==> src/rtl/accel_stream_arbiter_if.sv <==
// -----------------------------------------------------------------------------
// accel_stream_arbiter_if
//   AXI4-Stream bundle shared by the arbiter's two source ports and its single
//   accelerator-facing port.
//
//   Signals:
//     tdata  [DATA_WIDTH]  payload
//     tlast                end of frame
//     tvalid               producer has a beat
//     tready               consumer takes the beat
//     tid                  source index (only meaningful on the arbiter output)
//
//   Modports:
//     master  drives tdata/tlast/tvalid/tid, receives tready
//     slave   receives tdata/tlast/tvalid, drives tready
// -----------------------------------------------------------------------------
interface accel_stream_arbiter_if #(
  parameter int DATA_WIDTH = 32
);
  logic [DATA_WIDTH-1:0] tdata;
  logic                  tlast;
  logic                  tvalid;
  logic                  tready;
  logic                  tid;

  modport master (output tdata, tlast, tvalid, tid, input tready);
  modport slave  (input tdata, tlast, tvalid, output tready);
endinterface

==> src/rtl/accel_stream_arbiter.sv <==
// -----------------------------------------------------------------------------
// accel_stream_arbiter
//   Frame-granular round-robin arbiter that shares the single AXI-Stream input
//   of the accelerator between two stream sources. A grant is held for a whole
//   frame and released only when its last beat is accepted, so frames never
//   interleave. Frames longer than MAX_FRAME_LEN are cut by forcing tlast.
//
//   Ports:
//     s00_axis_aclk     clock for all interfaces
//     s00_axis_aresetn  synchronous active-low reset
//     s00_axis          source 0 stream (slave modport)
//     s01_axis          source 1 stream (slave modport)
//     m00_axis          stream to the accelerator (master modport), tid = source
//     frame_cnt0/1      frames completed per source, wrap modulo 2^CNT_WIDTH
//     trunc_err         sticky: some frame was cut at MAX_FRAME_LEN
// -----------------------------------------------------------------------------
module accel_stream_arbiter #(
  parameter int DATA_WIDTH    = 32,
  parameter int MAX_FRAME_LEN = 64,
  parameter int CNT_WIDTH     = 16
) (
  input  logic                  s00_axis_aclk,
  input  logic                  s00_axis_aresetn,
  accel_stream_arbiter_if.slave  s00_axis,
  accel_stream_arbiter_if.slave  s01_axis,
  accel_stream_arbiter_if.master m00_axis,
  output logic [CNT_WIDTH-1:0]  frame_cnt0,
  output logic [CNT_WIDTH-1:0]  frame_cnt1,
  output logic                  trunc_err
);

  // One extra bit over clog2 so the counter can never wrap within a frame.
  localparam int                BEAT_W    = $clog2(MAX_FRAME_LEN) + 1;
  localparam logic [BEAT_W-1:0] LAST_BEAT = BEAT_W'(MAX_FRAME_LEN - 1);

  typedef enum logic [1:0] {
    IDLE   = 2'd0,
    GRANT0 = 2'd1,
    GRANT1 = 2'd2
  } state_t;

  state_t                state, state_nxt;
  logic                  last_grant;
  logic [BEAT_W-1:0]     beat_cnt;

  logic [DATA_WIDTH-1:0] mux_data;
  logic                  granted;
  logic                  grant_idx;
  logic                  src_last;
  logic                  eff_last;
  logic                  accept;

  // Next-state decode plus the zero-latency datapath mux selected by state.
  // NOTE: every signal written here gets a default first; a path that skips an
  // assignment would otherwise infer a latch.
  always_comb begin
    state_nxt        = state;
    mux_data         = '0;
    granted          = 1'b0;
    grant_idx        = 1'b0;
    src_last         = 1'b0;
    m00_axis.tvalid  = 1'b0;
    s00_axis.tready  = 1'b0;
    s01_axis.tready  = 1'b0;

    case (state)
      IDLE: begin
        // Arbitration bubble: nothing is accepted while the decision is made.
        if (s00_axis.tvalid && s01_axis.tvalid) begin
          state_nxt = last_grant ? GRANT0 : GRANT1;
        end else if (s00_axis.tvalid) begin
          state_nxt = GRANT0;
        end else if (s01_axis.tvalid) begin
          state_nxt = GRANT1;
        end
      end
      GRANT0: begin
        granted         = 1'b1;
        grant_idx       = 1'b0;
        m00_axis.tvalid = s00_axis.tvalid;
        mux_data        = s00_axis.tdata;
        src_last        = s00_axis.tlast;
        s00_axis.tready = m00_axis.tready;
      end
      GRANT1: begin
        granted         = 1'b1;
        grant_idx       = 1'b1;
        m00_axis.tvalid = s01_axis.tvalid;
        mux_data        = s01_axis.tdata;
        src_last        = s01_axis.tlast;
        s01_axis.tready = m00_axis.tready;
      end
      default: state_nxt = IDLE;
    endcase

    // The source's own tlast, or the length limit reached on this beat.
    eff_last       = granted & (src_last | (beat_cnt == LAST_BEAT));
    accept         = m00_axis.tvalid & m00_axis.tready;

    m00_axis.tdata = mux_data;
    m00_axis.tlast = eff_last;
    m00_axis.tid   = grant_idx;

    if (accept && eff_last) begin
      state_nxt = IDLE;
    end
  end

  // NOTE: state is updated with non-blocking assignments so every register
  // samples pre-edge values regardless of process evaluation order.
  always_ff @(posedge s00_axis_aclk) begin
    if (!s00_axis_aresetn) begin
      state      <= IDLE;
      last_grant <= 1'b1;   // s00 wins the first contended arbitration
      beat_cnt   <= '0;
      frame_cnt0 <= '0;
      frame_cnt1 <= '0;
      trunc_err  <= 1'b0;
    end else begin
      state <= state_nxt;
      if (accept) begin
        if (eff_last) begin
          beat_cnt   <= '0;
          last_grant <= grant_idx;
          if (grant_idx) begin
            frame_cnt1 <= frame_cnt1 + 1'b1;
          end else begin
            frame_cnt0 <= frame_cnt0 + 1'b1;
          end
          // Forced end: the source's remaining beats become its next frame.
          if (!src_last) begin
            trunc_err <= 1'b1;
          end
        end else begin
          beat_cnt <= beat_cnt + 1'b1;
        end
      end
    end
  end

endmodule

==> src/flat_wrapper.sv <==
// flat-port wrapper written by rule: the top's interface ports become plain ports
module accel_stream_arbiter_flat 
#(
  parameter int DATA_WIDTH    = 32,
  parameter int MAX_FRAME_LEN = 64,
  parameter int CNT_WIDTH     = 16
)
  (s00_axis_aclk, s00_axis_aresetn, frame_cnt0, frame_cnt1, trunc_err, s00_axis_tdata, s00_axis_tlast, s00_axis_tvalid, s00_axis_tready, s01_axis_tdata, s01_axis_tlast, s01_axis_tvalid, s01_axis_tready, m00_axis_tdata, m00_axis_tlast, m00_axis_tvalid, m00_axis_tid, m00_axis_tready);
  accel_stream_arbiter_if #(.DATA_WIDTH(DATA_WIDTH)) s00_axis_i ();
  accel_stream_arbiter_if #(.DATA_WIDTH(DATA_WIDTH)) s01_axis_i ();
  accel_stream_arbiter_if #(.DATA_WIDTH(DATA_WIDTH)) m00_axis_i ();
  input  logic s00_axis_aclk;
  input  logic s00_axis_aresetn;
  output logic [CNT_WIDTH-1:0] frame_cnt0;
  output logic [CNT_WIDTH-1:0] frame_cnt1;
  output logic trunc_err;
  input wire logic [$bits(s00_axis_i.tdata)-1:0] s00_axis_tdata;
  input wire logic [$bits(s00_axis_i.tlast)-1:0] s00_axis_tlast;
  input wire logic [$bits(s00_axis_i.tvalid)-1:0] s00_axis_tvalid;
  output wire logic [$bits(s00_axis_i.tready)-1:0] s00_axis_tready;
  input wire logic [$bits(s01_axis_i.tdata)-1:0] s01_axis_tdata;
  input wire logic [$bits(s01_axis_i.tlast)-1:0] s01_axis_tlast;
  input wire logic [$bits(s01_axis_i.tvalid)-1:0] s01_axis_tvalid;
  output wire logic [$bits(s01_axis_i.tready)-1:0] s01_axis_tready;
  output wire logic [$bits(m00_axis_i.tdata)-1:0] m00_axis_tdata;
  output wire logic [$bits(m00_axis_i.tlast)-1:0] m00_axis_tlast;
  output wire logic [$bits(m00_axis_i.tvalid)-1:0] m00_axis_tvalid;
  output wire logic [$bits(m00_axis_i.tid)-1:0] m00_axis_tid;
  input wire logic [$bits(m00_axis_i.tready)-1:0] m00_axis_tready;
  assign s00_axis_i.tdata = s00_axis_tdata;
  assign s00_axis_i.tlast = s00_axis_tlast;
  assign s00_axis_i.tvalid = s00_axis_tvalid;
  assign s00_axis_tready = s00_axis_i.tready;
  assign s01_axis_i.tdata = s01_axis_tdata;
  assign s01_axis_i.tlast = s01_axis_tlast;
  assign s01_axis_i.tvalid = s01_axis_tvalid;
  assign s01_axis_tready = s01_axis_i.tready;
  assign m00_axis_tdata = m00_axis_i.tdata;
  assign m00_axis_tlast = m00_axis_i.tlast;
  assign m00_axis_tvalid = m00_axis_i.tvalid;
  assign m00_axis_tid = m00_axis_i.tid;
  assign m00_axis_i.tready = m00_axis_tready;
  accel_stream_arbiter #(.DATA_WIDTH(DATA_WIDTH), .MAX_FRAME_LEN(MAX_FRAME_LEN), .CNT_WIDTH(CNT_WIDTH)) u_core (.s00_axis_aclk(s00_axis_aclk), .s00_axis_aresetn(s00_axis_aresetn), .s00_axis(s00_axis_i), .s01_axis(s01_axis_i), .m00_axis(m00_axis_i), .frame_cnt0(frame_cnt0), .frame_cnt1(frame_cnt1), .trunc_err(trunc_err));
endmodule
==> config.mk <==
export PLATFORM = sky130hd
export DESIGN_NAME = accel_stream_arbiter_flat
export DESIGN_NICKNAME = d
export VERILOG_FILES = /design/src/rtl/accel_stream_arbiter_if.sv /design/src/rtl/accel_stream_arbiter.sv /design/src/flat_wrapper.sv
export SDC_FILE = /design/constraint.sdc
export NUM_CORES = 1
export LEC_CHECK = 0
export ABC_CLOCK_PERIOD_IN_PS = 2650
export BUFFER_PORTS_ARGS = -buffer_cell sky130_fd_sc_hd__buf_2
export CAP_MARGIN = 20
export CORE_UTILIZATION = 45
export CTS_CLUSTER_SIZE = 14
export DETAILED_ROUTE_END_ITERATION = 8
export GPL_ROUTABILITY_DRIVEN = 0
export GPL_TIMING_DRIVEN = 0
export PLACE_DENSITY = 0.8
export REMOVE_ABC_BUFFERS = 1
export SLEW_MARGIN = 15
export SYNTH_ARGS = -nofsm -noshare
export SYNTH_HDL_FRONTEND = slang
export SYNTH_SLANG_ARGS = --single-unit
export TNS_END_PERCENT = 1
==> constraint.sdc <==
create_clock -name s00_axis_aclk -period 2.65 [get_ports s00_axis_aclk]
set_input_delay 0.3975 -clock s00_axis_aclk [delete_from_list [all_inputs] [get_ports s00_axis_aclk]]
set_output_delay 0.3975 -clock s00_axis_aclk [all_outputs]
set_load 0.01 [all_outputs]
### Word-level counts from Yosys, hierarchy flattened

Index checks and enable logic that the tools add are counted.

* $add $sub $neg: 3
* eq/ne operators: 4
* multiplexer cells: 13
* bitwise logic cells: 7
* reduce and logical (&&, ||, !) cells: 10

Operators by type and width (number)
* 32-bit case mux with 2 select lines: 1
* 16-bit by 1-bit adder with 16-bit output (second input constant): 2
* 3-bit AND reduction: 3
* 2-bit 2-to-1 mux: 4
* 7-bit by 1-bit adder with 7-bit output (second input constant): 1
* 7-bit by 6-bit equality test with 1-bit output (second input constant): 1
* 7-bit 2-to-1 mux: 1
* 1-bit 2-to-1 mux: 4
* 4-bit by 3-bit != test with 1-bit output (second input constant): 1
* 1-bit inverter: 4
* 1-bit case mux with 2 select lines: 2
* 2-bit case mux with 2 select lines: 1
* 2-bit AND reduction: 2
* 2-bit OR reduction: 2
* 1-bit bitwise AND: 2
* 2-bit by 1-bit equality test with 1-bit output (second input constant): 1
* 2-bit equality test (second input constant): 1
* 1-bit logical AND: 2
* 2-bit logical NOT: 1
* 1-bit bitwise OR: 1

* register bits: 43
* input port bits: 71
* output and inout port bits: 70

### Longest topological paths before layout

* word-level depth: 6
* gate-level depth with buffers: 10

### Worst setup path after synthesis

No wires, ideal clock.

* kind: register to register
* start point: register u_core.state[0]
* end point: register u_core.frame_cnt1[10]
* setup time: 70 ps
* arrival: 2039 ps
* slack: 541 ps
* stages on the path, launching flop included: 9
* buffers on the path: 2
* cells stage by stage: dfxtp_1 > inv_1 > ha_1 > buf_2 > nand2_1 > or4_1 > clkbuf_1 > or4_1 > a21oi_1

* word-level cells in the longest chain between the ends: 5
* elaborated cells on any way between the ends: 11
* classes of those cells: eq/ne: 2; mux: 4; bitwise: 3; reduce/logical: 2

Ends and longest elaborated chain
* start: declaration: RTL line accel_stream_arbiter.sv:42 `state_t state, state_nxt;`
* start signal: assignment: RTL line accel_stream_arbiter.sv:120 `state <= state_nxt;`
* 2-bit equality test / 2-bit by 1-bit equality test with 1-bit output (equally long branches): RTL line accel_stream_arbiter.sv:66 `case (state)`
* 1-bit case mux with 2 select lines / 2-bit OR reduction (equally long branches)
* 1-bit bitwise OR / 1-bit 2-to-1 mux (equally long branches): RTL line accel_stream_arbiter.sv:97, accel_stream_arbiter.sv:66
* 1-bit bitwise AND: RTL line accel_stream_arbiter.sv:97 `eff_last = granted & (src_last | (beat_cnt == LAST_BEAT));`
* 3-bit AND reduction (no line) *
* end signal: assignment: RTL line accel_stream_arbiter.sv:126 `frame_cnt1 <= frame_cnt1 + 1'b1;`
* end: declaration: RTL line accel_stream_arbiter.sv:28 `output logic [CNT_WIDTH-1:0] frame_cnt1,`

Mark *: on every way between the ends. The rest lies on a longest branch, timed or not.
A chain may end at the register's enable or synchronous reset.

### Worst setup path after layout

* start point: register u_core.state[1]
* end point: register u_core.frame_cnt1[10]

Same word-level chain as after synthesis.

==> impl_results.md <==
- Outcome: complete, no violations
- Worst IR Drop VDD: 0.2225 mV
- CP max stage cell: or4_1
- Post-Synth XOR/XNOR Area: 1.989%
- Synth Area in Compound Gates: 25.57%
- Row cnt: 27
- Clock buffer depth: 2
- Chip width: 78.63 µm
- Hold Buf Count CTS: 0
- Main combinational cell family by area after synthesis: simple AND/OR/NAND/NOR gates
- Hold WC Path Type: primary input to flip-flop
- Final ANT Viol Nets: 0
- Maximum capacitance violations: 0
- Synth Warn #: 0
- Initial antenna violation count: 1
- Initial core utilization: between 40% and 50%
- DRT iter0 DRCs: 165
- Final Hold Viols: 0
- Finished Core Util: 63.68%
- CP Buf/Inv Count: 1
- Post-synthesis mux area share: 1.894%
- Vias per cell: 5.842
- Post-Place Cells: 527
- EDFF count, synth: 0
- Top cells by count, synth: 43 x dfxtp_1, 40 x nor2_1, 33 x a22oi_1, 31 x a21oi_1, 25 x or4_1
- Post-synthesis simple-gate area fraction: 29.88%
- Mapped Avg Cell Area: 7.772 µm²
- # H-tree levels: 2
- WL/cell: between 10 and 15 µm
- Top FF cell, synth: dfxtp_1
- Fraction of registers with async set/reset: 0%
- Most Frequent Cell on Critical Path: or4_1
- Yosys cell types: 40
- Period utilisation layout: between 90% and 100%
- Area leader, netlist: dfxtp_1
- Final min period: 2.481 ns
- Clock Sinks: between 40 and 50
- Later-pin clock latency in the skew report: 0.29 ns
- Synth Register Bits: 43
- CTS clk-pin slew, worst paths: 0.08 ns
- Crit end category: flip-flop
- CORE AREA: between 0.005 and 0.006 mm²
- Skew final: ~0.0072 ns
- Most common cell in the synthesized netlist: dfxtp_1
- WP data required: 2.88 ns
- Startpoint types: flip-flop
- Worst path max stage delay: roughly 0.65 ns
- Nets: roughly 540
- Buffers on Ports: 140
- Root buffer cell: clkbuf_8
- Total routed wirelength: 8005 µm
- Layout cells sized above 1: between 30% and 40%
- Worst setup path class: flip-flop to flip-flop
- Syn Inst Count: 340
- Remaining Overflow, GRT: 0
- CP Cell Sequence: inv_1, ha_2, nand2_1, or4_1, or4_1, a21oi_1
- Global-route wire length before repair: 12220 µm
- Synth Area in Adders: about 2.8%
- Critical path fanouts, max: 11
- N_diodes: 0
- Io pins: 141
- Power, Total: 1623 µW
- DIE HEIGHT: 78.63 µm
- CTS tree: done
- Detailed placement HPWL: 5707 µm
- CTS Buf Count: 5
- Slew HR: around two thirds
- Pwr/cell area: 457.3 mW/mm²
- Largest net degree at the start of global routing: 45
- Mapped cell area: roughly 0.0026 mm²
- Non-Filler Instances: 537
- Leak: 0.001463 µW
- Vias: 3137
- Die ar.: 0.006183 mm²
- Slew Limit Fails: 0
- Post-synthesis sequential area ratio: about a third
- Top cells by area, synth: dfxtp_1 33%, a22oi_1 9.4%, or4_1 7.1%, o31ai_1 6.5%, a21oi_1 5.9%
- Final setup viols: 0
- DRC: 0
- Crit path max-delay family: simple AND/OR/NAND/NOR gates
- Area Overhead vs Synth: 34.33%
- Crit path DAT: between 2 and 3 ns
- Filler cell count: 509
- Top-area cell type share of the netlist area: around a third
- RSZ-0062 raised after global routing: false
- Vias in the first global route: 2626
- Drt pass-1 iters: 5
- GRT Total Usage: 24.44%
- Peak Freq: 403.1 MHz
- Worst-Margin Slew: 0.5292 ns
-- cells in the final DEF, fill, tap and decap left out, drive strengths merged, types with 3 or more instances in the layout --
master  instances
nand2          18
or3             3
or4            25
o21ai           8
nor2b           3
clkbuf          6
and2            5
nor2           40
nand4          10
xnor2           4
and4            5
inv             7
nand2b          6
a22oi          34
ha              6
o31ai          23
mux2i           5
buf           143
dfxtp          43
a21oi          31
nand3          17
-- final timing paths --
kind	start	end	slack, ns	cells after the start
worst min-delay path	s01_axis_tvalid	u_core.state[1]	0.42	3
worst min register to register	u_core.trunc_err	u_core.trunc_err	0.47	1
worst max register to register	u_core.state[1]	u_core.frame_cnt1[10]	0.17	6
worst max-delay path	u_core.state[1]	u_core.frame_cnt1[10]	0.17	6
-- worst min-delay path, stage by stage --
cell and delay, ns:
buf_2 0.14, nand3_1 0.07, a21oi_1 0.05
-- where the power goes --
part	total, µW	internal, µW	switching (µW)
logic	437	163	274
clock network	531	305	226
registers	656	651	5.03
total	1620	1120	504
-- what timing repair did --
item                       CTS  global route
gates resized for setup      2             6
pin swaps                    1             0
setup endpoints to repair   20            54
cloned                       0             1
setup buffers                1             0
-- layout make-up --
class	instances	area [µm²]	area share, %
tap	72	90.09	2.538
multi-input combinational	262	1689	47.59
clock buffer	6	82.58	2.326
timing repair buffer	143	750.7	21.15
timing repair inverter	1	7.507	0.2115
inverter	8	33.78	0.9517
clock inverter	2	35.03	0.9870
sequential	43	860.8	24.25
-- sequential cells by signal, indices dropped and copies added (netlist names) --
name / cells
u_core.frame_cnt1: 16
u_core.frame_cnt0: 16
u_core.beat_cnt: 7
u_core.trunc_err: 1
u_core.state: 2
u_core.last_grant: 1
-- stage by stage --
stage          worst slack [ns]  area (µm²)  hold slack, ns  TNS (ns)
2_1_floorplan            -1.002        2534          0.4531    -26.51
3_3_place_gp             -2.221        3324          0.4445    -63.24
3_5_place_dp            -0.1459        3385          0.4538   -0.3152
4_1_cts                -0.04847        3525          0.4143  -0.09540
5_1_grt                 0.03817        3550          0.4220         0
6_report                 0.1693        3550          0.4208         0
-- routing by layer --
layer / vias to the layer above / wire length (µm) / share of wire (%) / track usage (%)
met4: 2 / 54 / 0.67 / 6.111
met2: 94 / 3888 / 49 / 39.22
met5: - / 17 / 0.21 / 0
met3: 10 / 524 / 6.5 / 6.628
li1: 1539 / - / - / -
met1: 1492 / 3520 / 44 / 32.16
-- logic make-up after synthesis --
logic type	count (synthesis)
AO/OA/AOI/OAI	102
XOR/XNOR	6
adder cells (fa/ha/maj)	6
buffers and inverters	35
flip-flops	43
multiplexers	5
AND/OR/NAND/NOR	143
No activity file was read; power rests on OpenSTA's default activity.
